$ cat config.mk
export PLATFORM = sky130hd
export DESIGN_NAME = pll_lock_sequencer
export DESIGN_NICKNAME = d
export VERILOG_FILES = /design/src/rtl/pll_lock_sequencer.sv
export SDC_FILE = /design/constraint.sdc
export NUM_CORES = 1
export LEC_CHECK = 0
export CAP_MARGIN = 30
export CORE_MARGIN = 2
export CORE_UTILIZATION = 51
export DETAILED_ROUTE_END_ITERATION = 10
export GPL_TIMING_DRIVEN = 0
export PLACE_DENSITY = 0.71
export SYNTH_ARGS = -nofsm -noshare
export SYNTH_HDL_FRONTEND = slang
export SYNTH_SLANG_ARGS = --single-unit
$ cat constraint.sdc
create_clock -name clk -period 2.7 [get_ports clk]
set_clock_uncertainty 0.15 [all_clocks]
set_input_delay 0.54 -clock clk [delete_from_list [all_inputs] [get_ports clk]]
set_output_delay 0.54 -clock clk [all_outputs]
set_load 0.01 [all_outputs]
$ cat src/rtl/pll_lock_sequencer.sv
// pll_lock_sequencer: timed PLL reset, lock qualification, clock-output gating and retry.
// Define PLL_SEQ_AUTORELOCK_EN to restart bring-up on loss of lock in RUN instead of failing.
module pll_lock_sequencer #(
  parameter int         RESET_CYCLES        = 16,
  parameter int         LOCK_STABLE_CYCLES  = 64,
  parameter int         LOCK_TIMEOUT_CYCLES = 4096,
  parameter int         MAX_RETRIES         = 3,
  parameter logic [3:0] CLKOUT_EN_MASK      = 4'b0011
) (
  input  logic       clk,
  input  logic       rst,
  input  logic       enable,
  input  logic       lock_in,
  output logic       pllen,
  output logic       pll_resetn,
  output logic [3:0] clkout_en,
  output logic       ready,
  output logic       fail,
  output logic [1:0] retry_cnt
);

  localparam int RW = $clog2(RESET_CYCLES) + 1;
  localparam int SW = $clog2(LOCK_STABLE_CYCLES) + 1;
  localparam int TW = $clog2(LOCK_TIMEOUT_CYCLES) + 1;

  localparam logic [RW-1:0] RST_LAST = RW'(RESET_CYCLES - 1);
  localparam logic [SW-1:0] STB_DONE = SW'(LOCK_STABLE_CYCLES);
  localparam logic [TW-1:0] TO_LAST  = TW'(LOCK_TIMEOUT_CYCLES - 1);

  // retry_cnt saturates at 3, so a larger retry limit behaves like 3.
  localparam int         MAXR_CLAMP = (MAX_RETRIES > 3) ? 3 : MAX_RETRIES;
  localparam logic [1:0] MAX_R      = 2'(MAXR_CLAMP);

  typedef enum logic [2:0] {
    ST_IDLE,
    ST_RESET,
    ST_WAIT_LOCK,
    ST_STABLE,
    ST_RUN,
    ST_FAIL
  } state_t;

  state_t        state_q, state_d;
  logic          lock_meta_q, lock_meta_d;
  logic          lock_s_q, lock_s_d;
  logic [RW-1:0] rst_cnt_q, rst_cnt_d;
  logic [SW-1:0] stable_cnt_q, stable_cnt_d;
  logic [TW-1:0] timeout_cnt_q, timeout_cnt_d;
  logic [1:0]    retry_cnt_q, retry_cnt_d;

  logic          pllen_q, pllen_d;
  logic          pll_resetn_q, pll_resetn_d;
  logic [3:0]    clkout_en_q, clkout_en_d;
  logic          ready_q, ready_d;
  logic          fail_q, fail_d;

  logic          timeout_hit;
  logic [1:0]    retry_inc;
  logic          retry_exhausted;

  always_comb begin
    lock_meta_d     = lock_in;
    lock_s_d        = lock_meta_q;

    state_d         = state_q;
    rst_cnt_d       = rst_cnt_q;
    stable_cnt_d    = stable_cnt_q;
    timeout_cnt_d   = timeout_cnt_q;
    retry_cnt_d     = retry_cnt_q;

    timeout_hit     = (timeout_cnt_q == TO_LAST);
    retry_inc       = (retry_cnt_q == 2'd3) ? 2'd3 : retry_cnt_q + 2'd1;
    retry_exhausted = (retry_inc >= MAX_R);

    if (!enable) begin
      // retry_cnt is deliberately held so software can read why bring-up stopped.
      state_d = ST_IDLE;
    end else begin
      case (state_q)
        ST_IDLE: begin
          state_d     = ST_RESET;
          rst_cnt_d   = '0;
          retry_cnt_d = '0;
        end

        ST_RESET: begin
          if (rst_cnt_q == RST_LAST) begin
            state_d       = ST_WAIT_LOCK;
            timeout_cnt_d = '0;
            stable_cnt_d  = '0;
          end else begin
            rst_cnt_d = rst_cnt_q + RW'(1);
          end
        end

        ST_WAIT_LOCK: begin
          timeout_cnt_d = timeout_hit ? timeout_cnt_q : timeout_cnt_q + TW'(1);
          if (timeout_hit) begin
            retry_cnt_d = retry_inc;
            rst_cnt_d   = '0;
            state_d     = retry_exhausted ? ST_FAIL : ST_RESET;
          end else if (lock_s_q) begin
            state_d      = ST_STABLE;
            stable_cnt_d = SW'(1);
          end
        end

        ST_STABLE: begin
          timeout_cnt_d = timeout_hit ? timeout_cnt_q : timeout_cnt_q + TW'(1);
          // A completed stability window beats a simultaneous timeout.
          if (stable_cnt_q >= STB_DONE) begin
            state_d = ST_RUN;
          end else if (timeout_hit) begin
            retry_cnt_d = retry_inc;
            rst_cnt_d   = '0;
            state_d     = retry_exhausted ? ST_FAIL : ST_RESET;
          end else if (lock_s_q) begin
            stable_cnt_d = stable_cnt_q + SW'(1);
          end else begin
            state_d      = ST_WAIT_LOCK;
            stable_cnt_d = '0;
          end
        end

        ST_RUN: begin
          if (!lock_s_q) begin
`ifdef PLL_SEQ_AUTORELOCK_EN
            state_d     = ST_RESET;
            rst_cnt_d   = '0;
            retry_cnt_d = '0;
`else
            state_d     = ST_FAIL;
`endif
          end
        end

        ST_FAIL: begin
          state_d = ST_FAIL;
        end

        default: begin
          state_d = ST_IDLE;
        end
      endcase
    end
  end

  // Outputs decode the next state so they change on the same edge as the state.
  always_comb begin
    pllen_d      = 1'b0;
    pll_resetn_d = 1'b0;
    clkout_en_d  = 4'b0000;
    ready_d      = 1'b0;
    fail_d       = 1'b0;
    case (state_d)
      ST_RESET: begin
        pllen_d = 1'b1;
      end
      ST_WAIT_LOCK, ST_STABLE: begin
        pllen_d      = 1'b1;
        pll_resetn_d = 1'b1;
      end
      ST_RUN: begin
        pllen_d      = 1'b1;
        pll_resetn_d = 1'b1;
        clkout_en_d  = CLKOUT_EN_MASK;
        ready_d      = 1'b1;
      end
      ST_FAIL: begin
        fail_d = 1'b1;
      end
      default: begin
        pllen_d = 1'b0;
      end
    endcase
  end

  always_ff @(posedge clk) begin
    if (rst) begin
      state_q       <= ST_IDLE;
      lock_meta_q   <= 1'b0;
      lock_s_q      <= 1'b0;
      rst_cnt_q     <= '0;
      stable_cnt_q  <= '0;
      timeout_cnt_q <= '0;
      retry_cnt_q   <= '0;
      pllen_q       <= 1'b0;
      pll_resetn_q  <= 1'b0;
      clkout_en_q   <= 4'b0000;
      ready_q       <= 1'b0;
      fail_q        <= 1'b0;
    end else begin
      state_q       <= state_d;
      lock_meta_q   <= lock_meta_d;
      lock_s_q      <= lock_s_d;
      rst_cnt_q     <= rst_cnt_d;
      stable_cnt_q  <= stable_cnt_d;
      timeout_cnt_q <= timeout_cnt_d;
      retry_cnt_q   <= retry_cnt_d;
      pllen_q       <= pllen_d;
      pll_resetn_q  <= pll_resetn_d;
      clkout_en_q   <= clkout_en_d;
      ready_q       <= ready_d;
      fail_q        <= fail_d;
    end
  end

  assign pllen      = pllen_q;
  assign pll_resetn = pll_resetn_q;
  assign clkout_en  = clkout_en_q;
  assign ready      = ready_q;
  assign fail       = fail_q;
  assign retry_cnt  = retry_cnt_q;

endmodule

=== Word level (Yosys, flattened, before mapping) ===
Cells that the tools add are included.
W data, S select, Z words.

* Input bits: 4
* Bits in registers: 40
* Word-level logic and storage cells: 83
* Output and inout bits: 10

* Add/sub/neg operators: 4
* Muxes and demuxes: 33
* Magnitude comparators: 2
* Equal/unequal tests: 20
* Reduce and logical (&&, ||, !) cells: 12

{| class="wikitable"
|+ Operators with widths
! cell !! count
|-
| $mux W7 || 6
|-
| $mux W3 || 9
|-
| $mux W13 || 2
|-
| $pmux W13 S2 || 1
|-
| $pmux W7 S3 || 1
|-
| $pmux W5 S4 || 1
|-
| $pmux W3 S6 || 1
|-
| $mux W5 || 3
|-
| $ne A2 B2 Y1 const B || 7
|-
| $add A13 B1 Y13 const B || 1
|-
| $eq A13 B12 Y1 const B || 1
|-
| $eq A3 B2 Y1 const B || 4
|-
| $eq A3 B3 Y1 const B || 4
|-
| $mux W2 || 4
|-
| $reduce_and A4 Y1 || 2
|-
| $add A7 B1 Y7 const B || 1
|-
| $ge A7 B7 Y1 const B || 1
|-
| $reduce_and A7 Y1 || 1
|-
| $eq A3 B1 Y1 const B || 2
|-
| $pmux W2 S3 || 1
|-
| $reduce_bool A3 Y1 || 2
|-
| $add A5 B1 Y5 const B || 1
|-
| $eq A5 B4 Y1 const B || 1
|-
| $mux W1 || 4
|-
| 10 further kinds || 10
|}

=== Longest topological paths before layout ===
Gate-level depths: netlist of the first run.

* Depth in word-level cells: 11
* Mapped depth: 8
* Mapped depth without buffers: 8

=== Least setup slack after synthesis of the first run ===
No wires, ideal clock.

* Path kind: register to register
* From: register rst_cnt_q[0]
* To: register stable_cnt_q[5]
* Buffers on the path: 0
* Cell stages (with the launch flop): 9
* Setup time: 0.112 ns
* Slack: 0.397 ns
* Period minus slack after synthesis: 2.303 ns
* Arrival: 2.041 ns
* Required time: 2.438 ns
* Path through: dfxtp_1 -> ha_1 -> and3_1 -> ha_1 -> a21o_1 -> nand2_1 -> or4_1 -> mux2i_1 -> a2111oi_1

* Longest elaborated chain between the ends: 3

{| class="wikitable"
|+ RTL lines
! item !! line !! RTL
|-
| from (decl) || 46 || <nowiki>logic [RW-1:0] rst_cnt_q, rst_cnt_d;</nowiki>
|-
| from (signal assigned) || 196 || <nowiki>rst_cnt_q <= rst_cnt_d;</nowiki>
|-
| $eq A5 B4 Y1 || 87 || <nowiki>if (rst_cnt_q == RST_LAST) begin</nowiki>
|-
| $ne A2 B2 Y1 (no line) || -- ||
|-
| $reduce_and A7 Y1 (no line) || -- ||
|-
| to (signal assigned) || 197 || <nowiki>stable_cnt_q <= stable_cnt_d;</nowiki>
|-
| to (decl) || 47 || <nowiki>logic [SW-1:0] stable_cnt_q, stable_cnt_d;</nowiki>
|}

Every way passes these cells.
A chain may end at the register's enable or synchronous reset.

=== Worst setup path in the final report of the first run ===
* From: register rst_cnt_q[1]
* To: register stable_cnt_q[5]

Same word-level chain as after synthesis.

==> results of run 1 <==
[cells by family (layout without fill, tap and decap cells)]
kind of cell	Yosys count	in the layout	share of synthesized area [%]
multiplexers	6	6	3.45
flip-flops	36	36	38.2
adder cells (fa/ha/maj)	5	5	3.32
buffers and inverters	18	37	4.64
other	1	2	0.199
AND/OR/NAND/NOR	96	96	31.3
AO/OA/AOI/OAI	38	38	14.3
XOR/XNOR	10	10	4.64
[worst register-to-register path: cells and delay by family (launching register included)]
kind	cells	cell delay, ps
AOI/OAI and AO/OA	2	460
adders and majority gates	2	380
DFF	1	360
muxes	1	160
and+or+nand+nor	3	890
[power groups by stage]
stage	clock network (W)	registers [W]	logic [W]
after floorplan	0	0.000549	0.0000222
after global placement	0	0.000549	0.0000365
after detailed placement	0	0.000549	0.0000362
after CTS	0.000403	0.000537	0.0000364
after global routing	0.000431	0.000537	0.0000406
final	0.000393	0.000537	0.0000366
[synth_stat cells, drive strengths merged, types with 4 or more instances]
cell type	n
dfxtp	36
nor2	22
nand2	10
inv	9
nor3	9
a21oi	8
o21ai	8
buf	6
nand2b	6
nand3	6
nand4	6
xor2	6
a31oi	5
and3	5
ha	5
mux2i	5
nand4b	5
nor4	5
or4	5
and2	4
nor2b	4
xnor2	4
[registers in the layout, indices dropped and copies added, names as in the netlist]
name           flops
clkout_en          1
timeout_cnt_q     13
rst_cnt_q          5
fail               1
lock_s_q           1
stable_cnt_q       7
retry_cnt          2
lock_meta_q        1
state_q            3
pll_resetn         1
pllen              1
[area by class of cell]
| class | instances | share of cell area, % |
|---|---|---|
| multi-input combinational | 157 | 50.4 |
| clock buffer | 8 | 4.18 |
| tap | 48 | 2.79 |
| inverter | 9 | 1.57 |
| timing repair buffer | 11 | 5.11 |
| sequential | 36 | 33.5 |
| buffer | 9 | 2.50 |
[stage by stage]
stage               setup TNS [ps]  cell area, µm²  util [%]  std cells
finish                           0            2160      59.8        278
floorplan                        0            1890         -        211
detailed placement           -69.8            2060      57.1        270
CTS                              0            2150      59.6        278
global placement             -34.5            2060      57.1        270
global route                     0            2160      59.8        278
[layer usage]
metal	up-vias	share of wire (%)	wire length, µm
met3	7	3.0	108
met1	715	52	1900
met5	-	0	0
met4	0	1.9	68
met2	25	43	1580
li1	800	-	-
[repair_timing]
action	CTS	global route
gates resized for setup	0	2
endpoints found under the setup margin	0	2
hold buffers	0	0
[worst paths after layout]
kind	from	endpoint	slack, ps
setup / recovery	rst_cnt_q[1]	stable_cnt_q[5]	200
hold / removal	lock_meta_q	lock_s_q	300
setup reg to reg	rst_cnt_q[1]	stable_cnt_q[5]	200
hold reg to reg	lock_meta_q	lock_s_q	300
==> results.md, run 1 <==
* Top Family by Delay on Critical Path: simple AND/OR/NAND/NOR gates
* Clk pwr share at 40.6%
* Vias in the first global route at 1363
* Die Wd at 64.8 µm
* CTS tree: done
* Relative slew slack at 62.4%
* Fillcell total at 330
* Flops & latches, synth at 36
* Multi-input logic area at 0.00109 mm²
* Worst path cell trace: ha_1, and3_1, ha_1, a21o_1, nand2_1, or4_1, mux2i_1, a2111oi_2
* Final HPWL DP at 2.71 mm
* Critical path arrival at 2540 ps
* CTS root buf: clkbuf_8
* Final hold violation count at 0
* Critical path type: reg2reg
* Final setup fails at 0
* Final wirelength at 3.66 mm
* Synth Warn # at 0
* Worst hold path stage count at 1
* Initial antenna violation count at 0
* Crit-path max cell delay at 600 ps
* TritonCTS Sinks at 36
* Crit-path max FO at 4
* Hold WS at 298 ps
* Layout Nets at 238
* Synthesized instance count at 210
* Sequential area share after synthesis at 38.2%
* Final period util at 92.6%
* Iter 0 DRT Violations at 78
* Power density over cell area at 448 mW/mm²
* Combinational Power Share at 3.8%
* Async SR Flop Fraction at 0%
* H-tree Lvls at 2
* Post-synth top area share at 38.2%
* Final global-route overflow total at 0
* Netlist cell types at 53
* IO Count at 14
* All-layer global routing usage at 20.0%
* Via count at 1547
* Fmax at 400 MHz
* Chip height at 64.8 µm
* Drt drc at 0
* Ys flop type: dfxtp_1
* CP max-delay cell: or4_1
* GRT met1 Usage at 27.9%
* Number of cells on the critical path at 8
* Worst Hold Class: reg2reg
* Clk slew on worst S/H paths at 70 ps
* Final ANT Viol Nets at 0
* Vias per Instance at 5.56
* Worst skew pair latency at 290 ps
* Layout cells sized above 1 at 11.3%
* Status: complete, no violations
* Synth area leader: dfxtp_1
* Num CTS Buffers at 5
* Max-cap violation count at 0
* FF+latch area at 722 µm²
* M3 GR Usage at 5.21%
* Worst-case clock buffer depth at 2
* Setup ws final at 200 ps
* Most frequent cells in the layout: 35 x dfxtp_1, 21 x nor2_1, 11 x clkdlybuf4s50_1
* Sw Share at 21.7%
* Initial core utilization at 52.3%
* Worst slack, placed at -69.8 ps
* RSZ-0062 raised after global routing: no
* Post-synthesis cell area at 0.00189 mm²
* Reg2Reg Depth at 8
* Peak supply drop at 0.000239 V
* Area grow syn2layout at 14.3%
* # port buffers at 11
* Full die area at 0.00420 mm²
* Drt pass-1 iters at 4
* Post-synth EDFFs at 0
* WL per Instance at 13.1 µm
* Internal at 0.000757 W
* CP Capture Type: register
* Diode count at 0
* Max Transition Viols Final at 0
* Crit path time final at 2500 ps
* Core box area at 0.00361 mm²
* Largest net degree at the start of global routing at 11
* GRT busiest layer: met2
* First-pass GRT wire length at 6.47 mm
* Mean Syn Cell Area at 8.98 µm²
* Top post-synthesis cells by area: dfxtp_1 38%, nor2_1 4.2%, ha_1 3.3%
* WP data required at 2740 ps
* Crit path buf inv count at 0
* Worst path most repeated cell: ha_1
* Post-CTS setup buffer count at 0
* Routability cong. at 0.801
* Most common cell after layout, fill and taps aside: dfxtp_1
* Total power at 0.000967 W
* LEAKAGE at 0.809 nW
* Crit start category: register
* Net Sw Power at 0.000210 W
* Slew @ Worst Pin at 560 ps
* Sequential share of power at 55.6%
* GRT met2 Usage at 30.0%
* Rows at 22
No activity file was read; power rests on OpenSTA's default activity.
==> run 2, diff against run 1 <==
--- a/config.mk
+++ b/config.mk
@@ -10,6 +10,7 @@
 export CORE_UTILIZATION = 51
 export DETAILED_ROUTE_END_ITERATION = 10
 export GPL_TIMING_DRIVEN = 0
+export MAX_ROUTING_LAYER = met4
 export PLACE_DENSITY = 0.71
 export SYNTH_ARGS = -nofsm -noshare
 export SYNTH_HDL_FRONTEND = slang
==> results.md, run 2 (synthesis results as in run 1) <==
* Final hold violation count at 0
* Diode count at 0
* Chip height at 64.8 µm
* Crit path buf inv count at 0
* Fmax at 400 MHz
* Worst path most repeated cell: ha_1
* TritonCTS Sinks at 36
* Initial antenna violation count at 0
* Most frequent cells in the layout: 35 x dfxtp_1, 21 x nor2_1, 11 x clkdlybuf4s50_1
* Iter 0 DRT Violations at 90
* Final ANT Viol Nets at 0
* Full die area at 0.00420 mm²
* Post_cts resized at 0
* Final HPWL DP at 2.71 mm
* Placed inst area at 0.00206 mm²
* Slew @ Worst Pin at 560 ps
* H-tree Lvls at 2
* Vias per Instance at 5.56
* Final global-route overflow total at 0
* CP Capture Type: register
* Peak supply drop at 0.000239 V
* Max-cap violation count at 0
* First-pass GRT wire length at 6.46 mm
* Largest net degree at the start of global routing at 11
* Most common cell after layout, fill and taps aside: dfxtp_1
* Layout Nets at 238
* Final period util at 92.6%
* RSZ-0062 raised after global routing: no
* Drt pass-1 iters at 4
* Drt drc at 0
* Initial core utilization at 52.3%
* Crit path time final at 2500 ps
* Worst skew pair latency at 290 ps
* Crit-path max FO at 4
* Hold-fix buffers, CTS at 0
* Crit start category: register
* Vias in the first global route at 1368
* Die Wd at 64.8 µm
* CTS root buf: clkbuf_8
* Critical path arrival at 2540 ps
* Max reg flops at 13
* All-layer global routing usage at 20.5%
* CP max-delay cell: or4_1
* WL per Instance at 13.2 µm
* Fillcell total at 330
* WP data required at 2740 ps
* Area grow syn2layout at 14.3%
* LEAKAGE at 0.809 nW
* Layout cells sized above 1 at 11.3%
* Rows at 22
* Max Transition Viols Final at 0
* Relative slew slack at 62.4%
* Core box area at 0.00361 mm²
* Top Registers: timeout_cnt_q x13, stable_cnt_q x7, rst_cnt_q x5
* Power density over cell area at 448 mW/mm²
* Worst path cell trace: ha_1, and3_1, ha_1, a21o_1, nand2_1, or4_1, mux2i_1, a2111oi_2
* Crit-path max cell delay at 600 ps
* Post-CTS setup buffer count at 0
* Num CTS Buffers at 5
* Final wirelength at 3.66 mm
* CTS tree: done
* Critical path type: reg2reg
* Via count at 1547
* Worst Hold Class: reg2reg
* Clk slew on worst S/H paths at 70 ps
* # port buffers at 11
* Routability cong. at 0.813
* Top Family by Delay on Critical Path: simple AND/OR/NAND/NOR gates
* Worst-case clock buffer depth at 2
* Finished Core Util at 59.8%
* R2R Setup Slk at 200 ps
* Status: complete, no violations
* IO Count at 14
* Final setup fails at 0
* Biggest register: timeout_cnt_q
* Final Cell Area at 0.00216 mm²
-- run 2: cell counts in the layout (fill, tap and decap cells not counted) --
No cell type changed its count.
-- run 2: stage by stage --
step           setup TNS [ps]  hold WS, ps  setup WS (ps)  std cells  power, W
2_1_floorplan               0          264            397        211  0.000571
3_3_place_gp            -34.5          268          -34.5        270  0.000585
3_5_place_dp            -69.8          284          -69.8        270  0.000585
4_1_cts                     0          299           89.2        278  0.000976
5_1_grt                     0          306           2.69        278   0.00101
6_report                    0          298            200        278  0.000966
-- run 2: path summary, 6_finish.rpt --
kind                start         endpoint  depth (start not counted)
min reg2reg   lock_meta_q         lock_s_q                          1
max reg2reg  rst_cnt_q[1]  stable_cnt_q[5]                          8
min           lock_meta_q         lock_s_q                          1
max          rst_cnt_q[1]  stable_cnt_q[5]                          8
-- run 2: power breakdown --
part	leakage [nW]	switching, W	total [W]	internal [W]
Clock	0.0455	0.000185	0.000393	0.000208
Sequential	0.291	0.00000247	0.000537	0.000535
Combinational	0.473	0.0000225	0.0000366	0.0000142
-- run 2: metal layers --
metal | global-route usage (%) | part of all wire (%)
met5 | - | 0
met4 | 7.98 | 1.8
met3 | 4.17 | 3.2
met2 | 30.0 | 43
met1 | 27.9 | 52
-- run 2: area by class of cell --
class / count / area (µm²) / share of cell area (%)
multi-input cells: 157 / 1090 / 50.4
inverters: 9 / 33.8 / 1.57
clock buffers: 8 / 90.1 / 4.18
repair buffers: 11 / 110 / 5.11
well taps: 48 / 60.1 / 2.79
flip-flops and latches: 36 / 722 / 33.5
plain buffers: 9 / 53.8 / 2.50
==> RTL change 1, RTL diff (config.mk and constraints of run 1) <==
Change the parameter `RESET_CYCLES` from 16 to 32.
--- a/src/rtl/pll_lock_sequencer.sv
+++ b/src/rtl/pll_lock_sequencer.sv
@@ -1,7 +1,7 @@
 // pll_lock_sequencer: timed PLL reset, lock qualification, clock-output gating and retry.
 // Define PLL_SEQ_AUTORELOCK_EN to restart bring-up on loss of lock in RUN instead of failing.
 module pll_lock_sequencer #(
-  parameter int         RESET_CYCLES        = 16,
+  parameter int         RESET_CYCLES        = 32,
   parameter int         LOCK_STABLE_CYCLES  = 64,
   parameter int         LOCK_TIMEOUT_CYCLES = 4096,
   parameter int         MAX_RETRIES         = 3,
Formal check against the unedited RTL: same outputs for any inputs over 10 cycles, from zero or initial values and one cycle with rst high; that may be too few to reach the edited logic, so the function may still have changed.
==> RTL change 1 against run 1 <==
Routed wire length up 7.8%; total power up 0.67%; sequential cell count up 1; clock power down 4%; area after synthesis up 3.4%; cell area up 2.0%; worst setup slack better by 0.031 ns; synthesized cell count up 6.7%.
==> RTL change 1: results (changes against run 1) <==
Worst VDD drop: 278.2 uV (+16%)
vias in the first global route: 1503 (+10%)
number of distinct library cells after synthesis: 54 (+1.9%)
flip-flop and latch area: 740.7 sq um (+2.6%)
layout cells sized above 1: 9.877% (-1.4 points)
I/O Buffers: 10 (-1)
DRT Wirelength: 3.940 mm (+7.8%)
Setup Crit Path Kind: in2reg
Internal Pwr Total: 0.0007423 W (-1.9%)
r2r startpoint: timeout_cnt_q[0]
post-route cell area: 2200 sq um (+2.0%)
wire length of the first global-routing pass: 7.017 mm (+8.5%)
portion of the layout cell area used by clock cells: 3.925% (-0.25 points)
status: completed
buffer share of cell area: 7.053% (-0.55 points)
peak fanout along the critical path: 10 (+6)
#FFs+latches synth: 37 (+2.8%)
cell types with the highest counts after synthesis: 37 x sky130_fd_sc_hd__dfxtp_1, 19 x sky130_fd_sc_hd__o21ai_0, 18 x sky130_fd_sc_hd__a21oi_1, 18 x sky130_fd_sc_hd__nor2_1, 17 x sky130_fd_sc_hd__nand2_1
sequential element share of the synthesized area: 38.00% (-0.22 points)
registers with the most flip-flops: timeout_cnt_q (13), stable_cnt_q (7), rst_cnt_q (6)
number of filler instances in the final layout: 336 (+1.8%)
pin count of the biggest net entering global routing: 13 (+2)
Cell Area, Placed: 2113 sq um (+2.6%)
GP Congestion: 0.8205 (+2.4%)
placed wire-length estimate: 2.898 mm (+7.0%)
Critical Path Source: enable
total routing usage reported by global routing: 21.00% (+1.0 points)
pin slew with the least headroom to its limit: 0.8845 ns (+0.3250 ns)
-- RTL change 1: cell count changes in the layout (fill, tap and decap cells not counted), moves of 3 or more --
cell	delta
sky130_fd_sc_hd__inv_1	-3
sky130_fd_sc_hd__a21oi_1	+11
sky130_fd_sc_hd__o21ai_0	+13
sky130_fd_sc_hd__nand3_1	+3
sky130_fd_sc_hd__nor3_1	-6
sky130_fd_sc_hd__nor2_1	-3
sky130_fd_sc_hd__nand2_1	+7
sky130_fd_sc_hd__mux2i_1	-4
sky130_fd_sc_hd__nand4b_1	-4
sky130_fd_sc_hd__o41ai_1	+3
-- RTL change 1: cell families (layout without fill, tap and decap cells) --
group	after synthesis	count (layout)	share of synthesized area [%]
AOI/OAI and AO/OA	65	65	23.17
xor gates and xnor gates	9	9	4.043
adders and majority gates	4	4	2.567
buffers and inverters	16	34	3.979
DFF	37	37	38.00
muxes	1	1	0.5135
other	1	2	0.1924
and+or+nand+nor	91	91	27.53
-- RTL change 1: power groups by stage --
stage,clock [W],sequential [W],combinational [W]
3_5_place_dp,0,0.000564,0.0000435
3_3_place_gp,0,0.000564,0.0000431
6_report,0.000378,0.000551,0.0000438
2_1_floorplan,0,0.000564,0.0000300
5_1_grt,0.000415,0.000552,0.0000493
4_1_cts,0.000388,0.000551,0.0000435
-- RTL change 1: worst paths after layout --
check                     endpoint  cells after the start  slack, ns
setup / recovery   stable_cnt_q[1]                      6       0.23
setup reg to reg  timeout_cnt_q[1]                      6       0.36
hold / removal            lock_s_q                      1       0.30
hold reg to reg           lock_s_q                      1       0.30
-- RTL change 1: stage by stage --
step | setup WS [ns] | std cells | setup TNS [ns] | util [%] | total power, W
after floorplan | 0.6320 | 225 | 0 | - | 0.0005937
after global placement | -0.03244 | 283 | -0.03244 | 57.72 | 0.0006070
after detailed placement | -0.03687 | 283 | -0.03687 | 57.72 | 0.0006075
after CTS | 0.2595 | 291 | 0 | 60.08 | 0.0009824
after global routing | 0.1587 | 291 | 0 | 60.08 | 0.001016
final | 0.2313 | 291 | 0 | 60.08 | 0.0009730
-- RTL change 1: per-layer routing --
| metal | global-route usage, % | routed length, um | up-vias |
|---|---|---|---|
| met5 | 0 | 0 | - |
| met3 | 5.622 | 134 | 7 |
| met4 | 6.250 | 63 | 0 |
| met1 | 30.02 | 2018 | 798 |
| met2 | 30.81 | 1723 | 28 |
| li1 | - | - | 866 |
-- RTL change 1: worst register-to-register path, stage by stage (launching register included) --
cell and delay, ns:
sky130_fd_sc_hd__dfxtp_1 0.37, sky130_fd_sc_hd__ha_1 0.22, sky130_fd_sc_hd__nand3_2 0.20, sky130_fd_sc_hd__o41ai_2 0.86, sky130_fd_sc_hd__o21ai_0 0.20, sky130_fd_sc_hd__nand3_1 0.13, sky130_fd_sc_hd__a21oi_1 0.07
==> RTL change 2, RTL diff (settings of run 1) <==
Without the edit above. Make the reset (`rst`) asynchronous in one clocked block.
--- a/src/rtl/pll_lock_sequencer.sv
+++ b/src/rtl/pll_lock_sequencer.sv
@@ -175,7 +175,7 @@
     endcase
   end
 
-  always_ff @(posedge clk) begin
+  always_ff @(posedge clk or posedge rst) begin
     if (rst) begin
       state_q       <= ST_IDLE;
       lock_meta_q   <= 1'b0;
Behaviour: differs if rst is asserted again (counterexample within 4 cycles, from zero or initial values and one cycle with rst high); with rst held inactive, the same outputs for 10 cycles.
==> RTL change 2 against run 1 <==
Area after synthesis up 8.8%; non-clock buffer count rose by 4; total power grew 4.6%; count of clock-buffer cells in the layout is the same; sequential cell count stayed put; cell area is 8.5% higher; worst setup slack better by 0.11 ns; via count is 8.0% higher; routed wire length up 14%; critical path type unchanged; critical endpoint is now stable_cnt_q[6]; largest cell class unchanged; largest power group unchanged; highest routed layer unchanged.
==> RTL change 2: results (changes against run 1) <==
post-route cell area: 2338 sq um (+8.5%)
number of flip-flops and latches: 36 (unchanged)
violation count after the first detailed-route iteration: 105 (+35%)
Data arrival, critical path: 2.47 ns (-0.07 ns)
status: completed
final core utilization: 59.31% (-0.47 points)
pin slew with the least headroom to its limit: 0.6715 ns (+0.1120 ns)
Inverters excl. clock: 10 (+1)
cell types with the highest counts after synthesis: 36 x sky130_fd_sc_hd__dfrtp_1, 24 x sky130_fd_sc_hd__nand2_1, 22 x sky130_fd_sc_hd__nand3_1
number of instances in the synthesized netlist: 228 (+8.6%)
proportion of cell area occupied by multi-input gates: 44.68% (-5.7 points)
sequential element share of the synthesized area: 43.90% (+5.7 points)
synthesized-area fraction occupied by xor and xnor cells: 0.8537% (-3.8 points)
maximum single-stage delay on the critical path: 0.38 ns (-0.22 ns)
multi-input gate count: 169 (+7.6%)
wire length of the first global-routing pass: 7.362 mm (+14%)
portion of the layout cell area used by clock cells: 3.852% (-0.33 points)
placed wire-length estimate: 3.028 mm (+12%)
share of power burned in registers: 55.4% (-0.2 points)
total routing usage reported by global routing: 21.62% (+1.6 points)
Synth Area in Compound Gates: 16.22% (+2.0 points)
Worst VDD drop: 293.2 uV (+23%)
number of filler instances in the final layout: 327 (-0.91%)
fraction of power consumed by the clock network: 38.8% (-1.8 points)
adder-cell share of the synthesized area: 3.049% (-0.27 points)
DRT Wirelength: 4.155 mm (+14%)
Switching Fraction: 22.65% (+0.96 points)
layout cells sized above 1: 9.717% (-1.6 points)
GP Congestion: 0.8874 (+11%)
via count of the routed design: 1670 (+8.0%)
Cell Count, Final, Fillers Out: 297 (+6.8%)
vias in the first global route: 1620 (+19%)
ranking of synthesized cells by area: sky130_fd_sc_hd__dfrtp_1 44%, sky130_fd_sc_hd__nand3_1 5.4%, sky130_fd_sc_hd__nand2_1 4.4%
reported leakage power: 0.9992 nW (+23%)
number of non-clock buffers in the layout: 24 (+20%)
peak fanout along the critical path: 10 (+6)
mux contribution to synthesized area: 2.073% (-1.4 points)
pin count of the biggest net entering global routing: 25 (+14)
slowest cell on the critical path: sky130_fd_sc_hd__dfrtp_1
number of distinct library cells after synthesis: 49 (-7.5%)
Placed Cells: 290 (+7.4%)
fraction of synthesis flops using an asynchronous set or reset pin: 100.0% (+100 points)
I/O Buffers: 10 (-1)
Cell Area, Placed: 2246 sq um (+9.1%)
buffer share of cell area: 8.668% (+1.1 points)
-- RTL change 2: cell types whose count changed after synthesis, sizes merged, moves of 6 or more --
cell / delta
nand3: +17
dfrtp: +36
nor3: -6
dfxtp: -36
nand2: +14
nand2b: +6
nor2: -7
-- RTL change 2: worst paths after layout --
| path | end | from | slack (ns) | depth (start not counted) |
|---|---|---|---|---|
| max | stable_cnt_q[6] | rst_cnt_q[0] | 0.31 | 9 |
| min | lock_s_q | lock_meta_q | 0.20 | 0 |
| max reg2reg | stable_cnt_q[6] | rst_cnt_q[0] | 0.31 | 9 |
| min reg2reg | lock_s_q | lock_meta_q | 0.20 | 0 |
| max in group asynchronous | rst_cnt_q[3] | rst | 1.44 | 3 |
| min in group asynchronous | stable_cnt_q[5] | rst | 0.45 | 2 |
-- RTL change 2: per-layer routing --
layer	global-route usage, %	part of all wire (%)	vias to the layer above
met5	0	0	-
met3	5.167	5.9	10
met1	29.40	48	763
met2	33.29	44	48
li1	-	-	849
met4	8.673	2.0	0
